===== config.mk =====
export PLATFORM = sky130hd
export DESIGN_NAME = button_conditioner
export DESIGN_NICKNAME = d
export VERILOG_FILES = /design/src/rtl/button_conditioner_pkg.sv /design/src/rtl/sync_2ff.sv /design/src/rtl/button_conditioner.sv
export SDC_FILE = /design/constraint.sdc
export NUM_CORES = 1
export LEC_CHECK = 0
export ABC_AREA = 1
export CAP_MARGIN = 20
export CORE_ASPECT_RATIO = 1.25
export CORE_MARGIN = 2
export CORE_UTILIZATION = 47
export CTS_CLUSTER_SIZE = 24
export DETAILED_ROUTE_END_ITERATION = 12
export GPL_ROUTABILITY_DRIVEN = 0
export HOLD_SLACK_MARGIN = 0.03
export SLEW_MARGIN = 20
export SYNTH_ARGS = -nofsm -noshare
export SYNTH_HDL_FRONTEND = slang
export SYNTH_SLANG_ARGS = --single-unit

===== constraint.sdc =====
create_clock -name clk -period 2.74 [get_ports clk]
set_clock_uncertainty 0.15 [all_clocks]
set_input_delay 0.411 -clock clk [delete_from_list [all_inputs] [get_ports clk]]
set_output_delay 0.411 -clock clk [all_outputs]
set_load 0.01 [all_outputs]

===== src/rtl/button_conditioner_pkg.sv =====
// rtl/button_conditioner_pkg.sv - shared state encodings and board timing constants
package button_conditioner_pkg;

  typedef enum logic [1:0] {
    RELEASED     = 2'b00,
    PRESS_WAIT   = 2'b01,
    PRESSED      = 2'b10,
    RELEASE_WAIT = 2'b11
  } btn_state_t;

  localparam int CLK_HZ      = 50000000;
  localparam int DEBOUNCE_MS = 20;

  function automatic int ms_to_cycles(input int ms);
    return (CLK_HZ / 1000) * ms;
  endfunction

endpackage


===== src/rtl/sync_2ff.sv =====
// rtl/sync_2ff.sv - 1-bit two-flop synchroniser with configurable reset value
module sync_2ff #(
  parameter logic RESET_VAL = 1'b0
) (
  input  logic clk,
  input  logic reset_n,
  input  logic d,
  output logic q
);

  logic s1;
  logic s2;

  always_ff @(posedge clk or negedge reset_n) begin
    if (!reset_n) begin
      s1 <= RESET_VAL;
      s2 <= RESET_VAL;
    end else begin
      s1 <= d;
      s2 <= s1;
    end
  end

  assign q = s2;

endmodule


===== src/rtl/button_conditioner.sv =====
// rtl/button_conditioner.sv - synchronise and debounce a push-button into a clean
// level plus press, release and long-press strobes
module button_conditioner
  import button_conditioner_pkg::*;
#(
  parameter int   DEBOUNCE_CNT  = ms_to_cycles(DEBOUNCE_MS),
  parameter int   LONG_CNT      = CLK_HZ,
  parameter logic PRESSED_LEVEL = 1'b0
) (
  input  logic clk,
  input  logic reset_n,
  input  logic i_btn,
  output logic o_level,
  output logic o_press,
  output logic o_release,
  output logic o_long
);

  localparam int DCNT_W = $clog2(DEBOUNCE_CNT + 1);
  localparam int HCNT_W = $clog2(LONG_CNT + 1);
  localparam logic [DCNT_W-1:0] DCNT_LAST = DCNT_W'(DEBOUNCE_CNT - 1);
  localparam logic [HCNT_W-1:0] HCNT_LAST = HCNT_W'(LONG_CNT - 1);

  logic              btn_s;
  logic              p;
  btn_state_t        state_q, state_d;
  logic [DCNT_W-1:0] dcnt_q, dcnt_d;
  logic [HCNT_W-1:0] hcnt_q, hcnt_d;
  logic              fired_q, fired_d;
  logic              level_q, level_d;
  logic              press_q, press_d;
  logic              release_q, release_d;
  logic              long_q, long_d;

  // Synchroniser idles at the released level so reset release never looks like a press
  sync_2ff #(
    .RESET_VAL(~PRESSED_LEVEL)
  ) u_sync (
    .clk    (clk),
    .reset_n(reset_n),
    .d      (i_btn),
    .q      (btn_s)
  );

  assign p = (btn_s == PRESSED_LEVEL);

  always_ff @(posedge clk or negedge reset_n) begin
    if (!reset_n) begin
      state_q   <= RELEASED;
      dcnt_q    <= '0;
      hcnt_q    <= '0;
      fired_q   <= 1'b0;
      level_q   <= ~PRESSED_LEVEL;
      press_q   <= 1'b0;
      release_q <= 1'b0;
      long_q    <= 1'b0;
    end else begin
      state_q   <= state_d;
      dcnt_q    <= dcnt_d;
      hcnt_q    <= hcnt_d;
      fired_q   <= fired_d;
      level_q   <= level_d;
      press_q   <= press_d;
      release_q <= release_d;
      long_q    <= long_d;
    end
  end

  always_comb begin
    state_d   = state_q;
    dcnt_d    = dcnt_q;
    hcnt_d    = hcnt_q;
    fired_d   = fired_q;
    level_d   = level_q;
    press_d   = 1'b0;
    release_d = 1'b0;
    long_d    = 1'b0;

    case (state_q)
      RELEASED: begin
        if (p) begin
          state_d = PRESS_WAIT;
          dcnt_d  = '0;
        end
      end
      PRESS_WAIT: begin
        if (!p) begin
          state_d = RELEASED;
        end else if (dcnt_q == DCNT_LAST) begin
          state_d = PRESSED;
          level_d = PRESSED_LEVEL;
          press_d = 1'b1;
          hcnt_d  = '0;
          fired_d = 1'b0;
        end else begin
          dcnt_d = dcnt_q + DCNT_W'(1);
        end
      end
      PRESSED: begin
        if (!p) begin
          state_d = RELEASE_WAIT;
          dcnt_d  = '0;
        end else if (hcnt_q == HCNT_LAST && !fired_q) begin
          long_d  = 1'b1;
          fired_d = 1'b1;
        end else if (!fired_q) begin
          hcnt_d = hcnt_q + HCNT_W'(1);
        end
      end
      RELEASE_WAIT: begin
        // A bounce back keeps the hold progress; only a full release clears it
        if (p) begin
          state_d = PRESSED;
        end else if (dcnt_q == DCNT_LAST) begin
          state_d   = RELEASED;
          level_d   = ~PRESSED_LEVEL;
          release_d = 1'b1;
        end else begin
          dcnt_d = dcnt_q + DCNT_W'(1);
        end
      end
      default: begin
        state_d = RELEASED;
        level_d = ~PRESSED_LEVEL;
        dcnt_d  = '0;
      end
    endcase
  end

  assign o_level   = level_q;
  assign o_press   = press_q;
  assign o_release = release_q;
  assign o_long    = long_q;

endmodule


After elaboration in Yosys (flattened, before gate mapping)
Index checks and enable logic that the tools add are counted.
{"block": "totals", "register_bits": 55}
{"block": "classes", "add_sub_neg": 2, "eq_ne": 17, "mux": 35, "n_reduce_logical": 10}
{"cell": "$mux W26", "count": 5}
{"cell": "$mux W20", "count": 5}
{"cell": "$pmux W20 S4", "count": 1}
{"cell": "$pmux W26 S2", "count": 1}
{"cell": "$add A26 B1 Y26 const B", "count": 1}
{"cell": "$eq A26 B26 Y1 const B", "count": 1}
{"cell": "$add A20 B1 Y20 const B", "count": 1}
{"cell": "$eq A20 B20 Y1 const B", "count": 1}
{"cell": "$ne A2 B2 Y1 const B", "count": 8}
{"cell": "$mux W1", "count": 14}
{"cell": "$mux W2", "count": 6}
{"cell": "$reduce_and A5 Y1", "count": 2}
{"cell": "$pmux W2 S4", "count": 1}
{"cell": "$reduce_and A4 Y1", "count": 2}
{"cell": "$reduce_and A6 Y1", "count": 1}
{"cell": "$eq A2 B2 Y1 const B", "count": 2}
{"cell": "$ne A2 B1 Y1 const B", "count": 2}
{"cell": "$pmux W1 S2", "count": 2}
{"cell": "$reduce_bool A2 Y1", "count": 2}
{"cell": "$ne A3 B2 Y1 const B", "count": 1}
{"cell": "$ne A3 B3 Y1 const B", "count": 1}
{"cell": "$eq A2 B1 Y1 const B", "count": 1}
{"cell": "$logic_not A2 Y1", "count": 1}
{"cell": "$logic_and A1 B1 Y1", "count": 1}
{"cell": "$logic_not A1 Y1", "count": 1}

Depth between registers and ports, before layout
Gate-level depths: netlist of the first run.
{"block": "logic_depth", "ltp_word": 5, "mapped_depth": 12, "mapped_depth_nobuf": 11}

Cells and area by module
From an unflattened synthesis of the first run, not the netlist that was laid out.
{"block": "unflattened", "hier_cells": 568, "hier_area_um2": 3842.4}
{"module": "button_conditioner", "instances": 1, "cells_per_inst": 566, "area_per_inst_um2": 3789.9, "seq_area_each_um2": 1327.5}
{"module": "sync_2ff", "instances": 1, "cells_per_inst": 2, "area_per_inst_um2": 52.6, "seq_area_each_um2": 52.6}

Least setup slack after synthesis of the first run
Ideal clock, no wire load.
{"block": "synth_timing", "path_type": "reg2reg", "startpoint": "register dcnt_q[0]", "endpoint": "register dcnt_q[14]", "setup_time_ns": 0.122, "t_arrival_ns": 1.470, "required_ns": 2.468, "setup_slack_ns": 0.998, "stages_incl_launch_ff": 10, "period_less_slack_ns": 1.742, "cell_sequence": "dfrtp_1 > ha_1 > nand3_1 > nor2_1 > nand3_2 > nand2_4 > inv_2 > buf_2 > nand4_1 > o21ai_1"}
{"block": "synth_between", "elab_chain_cells": 4, "word_cells_on_any_way": 6, "cone_classes": "1 x add/sub; 1 x eq/ne; 4 x mux"}
{"element": "start: declaration", "line": "button_conditioner.sv:27", "text": "logic [DCNT_W-1:0] dcnt_q, dcnt_d;"}
{"element": "start signal: assignment", "line": "button_conditioner.sv:59", "text": "dcnt_q <= dcnt_d;"}
{"element": "$add A20 B1 Y20 or $eq A20 B20 Y1 (tied branches)"}
{"element": "$mux W20 *", "line": "button_conditioner.sv:89, button_conditioner.sv:114"}
{"element": "$mux W20 (on tied branches)", "line": "button_conditioner.sv:112, button_conditioner.sv:87"}
{"element": "$pmux W20 S4 *", "line": "button_conditioner.sv:79", "text": "case (state_q)"}
Mark *: on every way between the ends. The rest lies on a longest branch, timed or not. The select of a mux whose other input is x is not followed.
A chain may end at the register's enable or synchronous reset.

Final worst setup path of the first run
{"block": "layout_timing", "startpoint": "register dcnt_q[0]", "endpoint": "register dcnt_q[11]"}
The elaborated chain is that of the path after synthesis.

==> qor.csv, run 1 <==
metric;value;unit
FFs w/ async S/R, synth;1.00;
worst slack, placed;0.595;ns
vias;3434;
P&R area growth vs syn;6.59;%
diode count;0;
maximum clock frequency;461;MHz
first-pass GRT wire length;15300;um
final wirelength;9160;um
RSZ-0062 raised after global routing;false;
H-tree Lvls;2;
HP Class;register to register;
I/O pins;7;
Avg Synthesized Cell Area;6.65;sq um
final worst path period share;0.791;
Worst EP required;2.78;ns
Crit Path Category;register to register;
Primary FF master, synth;dfrtp_1;
outcome;finished clean;
syn nets;545;
Pins Over Slew Limit;0;
YS warnings;0;
CP startpoint kind;register;
Mapped Area;0.00359;sq mm
Die H;102;um
sequential area share after synthesis;0.384;
Seq cells post-synth;55;
via/cell ratio;5.37;
post-CTS setup buffer count;0;
crit path DAT;2.21;ns
TritonCTS clock tree;done;
Worst path slowest cell;dfrtp_1;
setup TNS;0;ns
Yosys top cell area share;0.362;
DRT Pass-1 Iters;4;
WL/cell;14.3;um
clk sinks;55;
maximum VDD drop;0.000224;V
Worst slew margin;0.604;
crit path time final;2.17;ns
WHS;0.214;ns
CP max stage delay;0.40;ns
CP endpoint kind;register;
Leak;1.70;nW
maximum net fanout on the critical path;25;
Power Density;360;mW/mm^2
post-route ant nets;0;
initial antenna violation count;0;
die area;0.00836;sq mm
DP HPWL;6850;um
Starting Density;0.485;
layout net count;552;
pin count of the biggest net entering global routing;27;
GRT Util Overall;0.241;
# rows;35;
FILL cells;794;
worst slew pin tran;0.593;ns
Clock Pin Slew Worst Setup and Hold Paths;0.11;ns
R2R cell count;8;
insertion delay to the later sink of the worst-skew pair;0.33;ns
area leader, netlist;dfrtp_1;
final worst setup slack;0.572;ns
number of flops mapped to enable cells by yosys;0;
Max-Cap Viols;0;
DIE WIDTH;82.2;um
post_cts resized;0;
1st-iter DRT viols;134;
Post-Synthesis Cells;540;
vias in the first global route;3369;
Core Box Area;0.00740;sq mm
TritonCTS buffer count;5;
root buffer cell;clkbuf_8;
Clock Path Buffers;2;
grt ovf;0;
top-count cell post-synth;nand2_1;
Final Setup Violations;0;
Area contributors post-synth;dfrtp_1, nand2_1, nor2_1;
Fin. Hold Viols;0;
Yosys cell types;34;
most frequent cells after synthesis;nand2_1, nor2_1, inv_1;
layout cells sized above 1;0.0657;
Layout Utilization;0.517;
Pwr Total;1.38;mW
crit-path cells;ha_1 > nand3_1 > nor2_1 > nand3_2 > nand2_4 > inv_2 > nand4_1 > o21ai_1;
final routed DRC violation total;0;
I/O Buffers;6;
WHS Path Cells;0;
[area by class of cell]
| cell class | count | area (sq um) | area share |
|---|---|---|---|
| Multi-Input combinational cell | 412 | 1910 | 0.500 |
| Sequential cell | 55 | 1380 | 0.361 |
| Inverter | 62 | 233 | 0.0608 |
| Tap cell | 92 | 115 | 0.0301 |
| Timing Repair Buffer | 11 | 95.1 | 0.0248 |
| Clock buffer | 5 | 68.8 | 0.0180 |
| Clock inverter | 3 | 22.5 | 0.00588 |
[sequential cells by signal, summed over array words and instances, names as in the netlist, named ones only]
signal / count
state_q: 1
fired_q: 1
o_press: 1
o_level: 1
o_long: 1
u_sync.q: 1
o_release: 1
hcnt_q: 26
u_sync.s1: 1
dcnt_q: 20
[logic make-up (layout without fill, tap and decap cells)]
logic type,count (synthesis),after routing,share of synthesized area
flops,55,55,0.384
xor+xnor,8,8,0.0195
buf+inv,73,81,0.0829
fa+ha+maj,2,2,0.00697
compound gates,39,39,0.0613
simple gates,363,363,0.445
[final timing paths]
path	to	slack, ns	startpoint
min in group asynchronous	hcnt_q[12]	0.32	reset_n
hold / removal	u_sync.q	0.21	u_sync.s1
setup reg to reg	dcnt_q[11]	0.57	dcnt_q[0]
max in group asynchronous	u_sync.q	1.47	reset_n
setup / recovery	dcnt_q[11]	0.57	dcnt_q[0]
hold reg to reg	u_sync.q	0.21	u_sync.s1
[timing repair]
item,in CTS,in global routing
endpoints found under the setup margin,0,0
hold buffers,1,0
endpoints found under the hold margin,10,0
[critical path: cells and delay by family, from the launching register on]
family                   cells  cell delay (ns)
AND/OR/NAND/NOR              5             0.90
flip-flops                   1             0.40
adder cells (fa/ha/maj)      1             0.27
buffers and inverters        1             0.22
AO/OA/AOI/OAI                1             0.08
[cells in the final DEF (no fill, tap or decap), types with 5 or more instances in the layout]
cell               n
nand2_1          180
nor2_1            78
inv_1             61
dfrtp_1           52
nand3_1           49
nand4_1           22
nor3_1            14
o21ai_0           11
a21oi_1            9
o21ai_1            9
xor2_1             7
clkbuf_8           5
clkdlybuf4s50_1    5
[routing by layer]
metal  global-route usage  vias to the layer above  wire length, um
li1                     -                     1737                -
met1                0.262                     1620             3700
met2                0.453                       55             4990
met3               0.0348                       22              196
met4               0.0987                        0              274
met5                    0                        -                0
[power by group]
| group | total [mW] | internal, mW | switching (mW) |
|---|---|---|---|
| registers | 0.828 | 0.820 | 0.00752 |
| logic | 0.0637 | 0.0153 | 0.0484 |
| clock network | 0.487 | 0.184 | 0.303 |
[through the flow]
step / cell area [sq um] / std cells
after floorplan: 3590 / 540
after global placement: 3730 / 631
after detailed placement: 3730 / 631
after CTS: 3830 / 640
after global routing: 3830 / 640
final: 3830 / 640
Power figures use the tool's default switching activity.
==> run 2: changes to the inputs <==
Settings changed: PLACE_DENSITY from default to 0.65.
Clock period 2.74 ns to 1.7 ns, I/O delays scaled along.
==> qor.csv, run 2 (same netlist as run 1, synthesis figures left out) <==
metric;value;unit;change
root buffer cell;clkbuf_8;;
commonest non-fill, non-tap cells in the layout;nand2_1, buf_4, nor2_1, inv_1, dfrtp_1;;
Finished Layout Cells;741;;+16%
Fin. Hold Viols;0;;unchanged
layout net count;653;;+18%
FF-to-FF End;hcnt_q[3];;
setup TNS;-0.799;ns;-0.799 ns
r2r setup slk;-0.05;ns;-0.62 ns
Clock Path Buffers;2;;unchanged
Layout Utilization;0.664;;+0.147
largest registers;hcnt_q (26), dcnt_q (20);;
insertion delay to the later sink of the worst-skew pair;0.32;ns;about the same
diode count;0;;unchanged
maximum net fanout on the critical path;13;;-48%
TritonCTS buffer count;5;;unchanged
CP endpoint kind;register;;
Power Density;468;mW/mm^2;+30%
Hold Path Origin;i_btn;;
Worst EP required;1.76;ns;-1.02 ns
Pins Over Slew Limit;0;;unchanged
final worst path period share;1.03;;+0.236
Starting Density;0.485;;unchanged
H-tree Lvls;2;;unchanged
Inst Count DP;712;;+13%
# rows;35;;unchanged
clk sinks;55;;unchanged
Leak;2.32;nW;+37%
RR Startpoint;dcnt_q[0];;
vias;3916;;+14%
max FFs per register;26;;unchanged
layout cells sized above 1;0.287;;+0.221
final worst setup slack;-0.0469;ns;-0.619 ns
final routed DRC violation total;0;;unchanged
P&R area growth vs syn;36.8;%;
most common cell after layout, fill and taps aside;nand2_1;;
final wirelength;10500;um;+15%
Crit Path Category;register to register;;
RSZ-0062 raised after global routing;true;;
Clock Pin Slew Worst Setup and Hold Paths;0.10;ns;about the same
R2R cell count;9;;+1
worst slew pin tran;0.466;ns;-0.127 ns
initial antenna violation count;0;;unchanged
grt ovf;0;;unchanged
Max-Cap Viols;0;;unchanged
HP Class;primary input to register;;
GRT Util Overall;0.265;;+0.0247
register name with the most flops;hcnt_q;;
Core Box Area;0.00740;sq mm;unchanged
I/O pins;7;;unchanged
failing checks;setup timing;;
CP startpoint kind;register;;
global-route met3 utilization;0.0312;;-0.00357
crit path DAT;1.80;ns;-0.41 ns
vias in the first global route;3870;;+15%
GR peak layer;met2;;
WL/cell;14.2;um;-0.51%
DRT Pass-1 Iters;4;;unchanged
die area;0.00836;sq mm;unchanged
post-route ant nets;0;;unchanged
Die H;102;um;unchanged
I/O Buffers;6;;unchanged
DIE WIDTH;82.2;um;unchanged
pin count of the biggest net entering global routing;36;;+33%
DP HPWL;7470;um;+9.0%
Final Setup Violations;26;;+26
WHS;0.183;ns;-0.0315 ns
1st-iter DRT viols;158;;+18%
WHS Path Cells;1;;+1
maximum clock frequency;572;MHz;+24%
via/cell ratio;5.28;;-1.5%
crit path time final;1.75;ns;-0.421 ns
outcome;complete, but fails checks;;
maximum VDD drop;0.000417;V;+86%
TritonCTS clock tree;done;;
first-pass GRT wire length;17200;um;+12%
Worst slew margin;0.689;;+0.0852
GR Util met1;0.283;;+0.0211
Hold EP;u_sync.s1;;
M2 GR Usage;0.483;;+0.0298
[run 2: metrics by stage]
| stage | setup WS (ns) | power, mW | instance area [sq um] |
|---|---|---|---|
| 2_1_floorplan | 0.00239 | 1.41 | 3610 |
| 3_3_place_gp | -0.0208 | 1.49 | 4400 |
| 3_5_place_dp | -0.0574 | 1.50 | 4400 |
| 4_1_cts | -0.0475 | 2.30 | 4590 |
| 5_1_grt | -0.171 | 2.39 | 4910 |
| 6_report | -0.0469 | 2.30 | 4910 |
[run 2: how the worst max path moves through the flow]
stage | start | to | slack (ns) | depth (start not counted)
4_1_cts | hcnt_q[0] | hcnt_q[3] | -0.05 | 12
3_5_place_dp | hcnt_q[0] | hcnt_q[3] | -0.06 | 11
3_3_place_gp | dcnt_q[10] | hcnt_q[20] | -0.02 | 10
5_1_grt | hcnt_q[1] | hcnt_q[2] | -0.17 | 12
6_report | dcnt_q[0] | hcnt_q[3] | -0.05 | 9
2_1_floorplan | hcnt_q[0] | hcnt_q[11] | 0.002 | 12
[run 2: final cells by class]
type | count | area, sq um
clock buffer | 6 | 82.6
clock inverter | 2 | 16.3
fill | 626 | 2490
inverter | 62 | 248
multi-input combinational | 412 | 2120
sequential | 55 | 1380
tap | 92 | 115
timing repair buffer | 112 | 946
[run 2: critical path, cell delays in order (launching register included)]
cell     delay [ns]
dfrtp_1        0.37
ha_2           0.21
nand3_4        0.10
nor2_4         0.15
nand4_1        0.12
nand2_2        0.12
nand3_4        0.13
buf_12         0.18
nand2_1        0.05
nand2_1        0.05
[run 2: per-layer routing]
metal,share of wire,wire length (um)
met4,0.057,603
met3,0.031,328
met1,0.37,3920
met2,0.54,5700
met5,0,0
[run 2: where the power goes]
group	switching, mW	total (mW)	internal (mW)	leakage (nW)
clock	0.471	0.805	0.334	0.0474
combinational	0.0986	0.157	0.0579	1.53
sequential	0.0135	1.34	1.32	0.752
total	0.583	2.30	1.71	2.32
[run 2: repair_timing]
action,in CTS,in global routing
setup buffers,3,16
pin swaps,0,20
resized for setup,15,63
setup endpoints to repair,37,46
hold endpoints to repair,16,0
cloned,1,1
hold buffers,1,0
==> run 3: changes to the inputs <==
Settings changed: SLEW_MARGIN 20 to default.
==> results of run 3 <==
No change in the layout: final DEF, timing and power equal those of run 2.
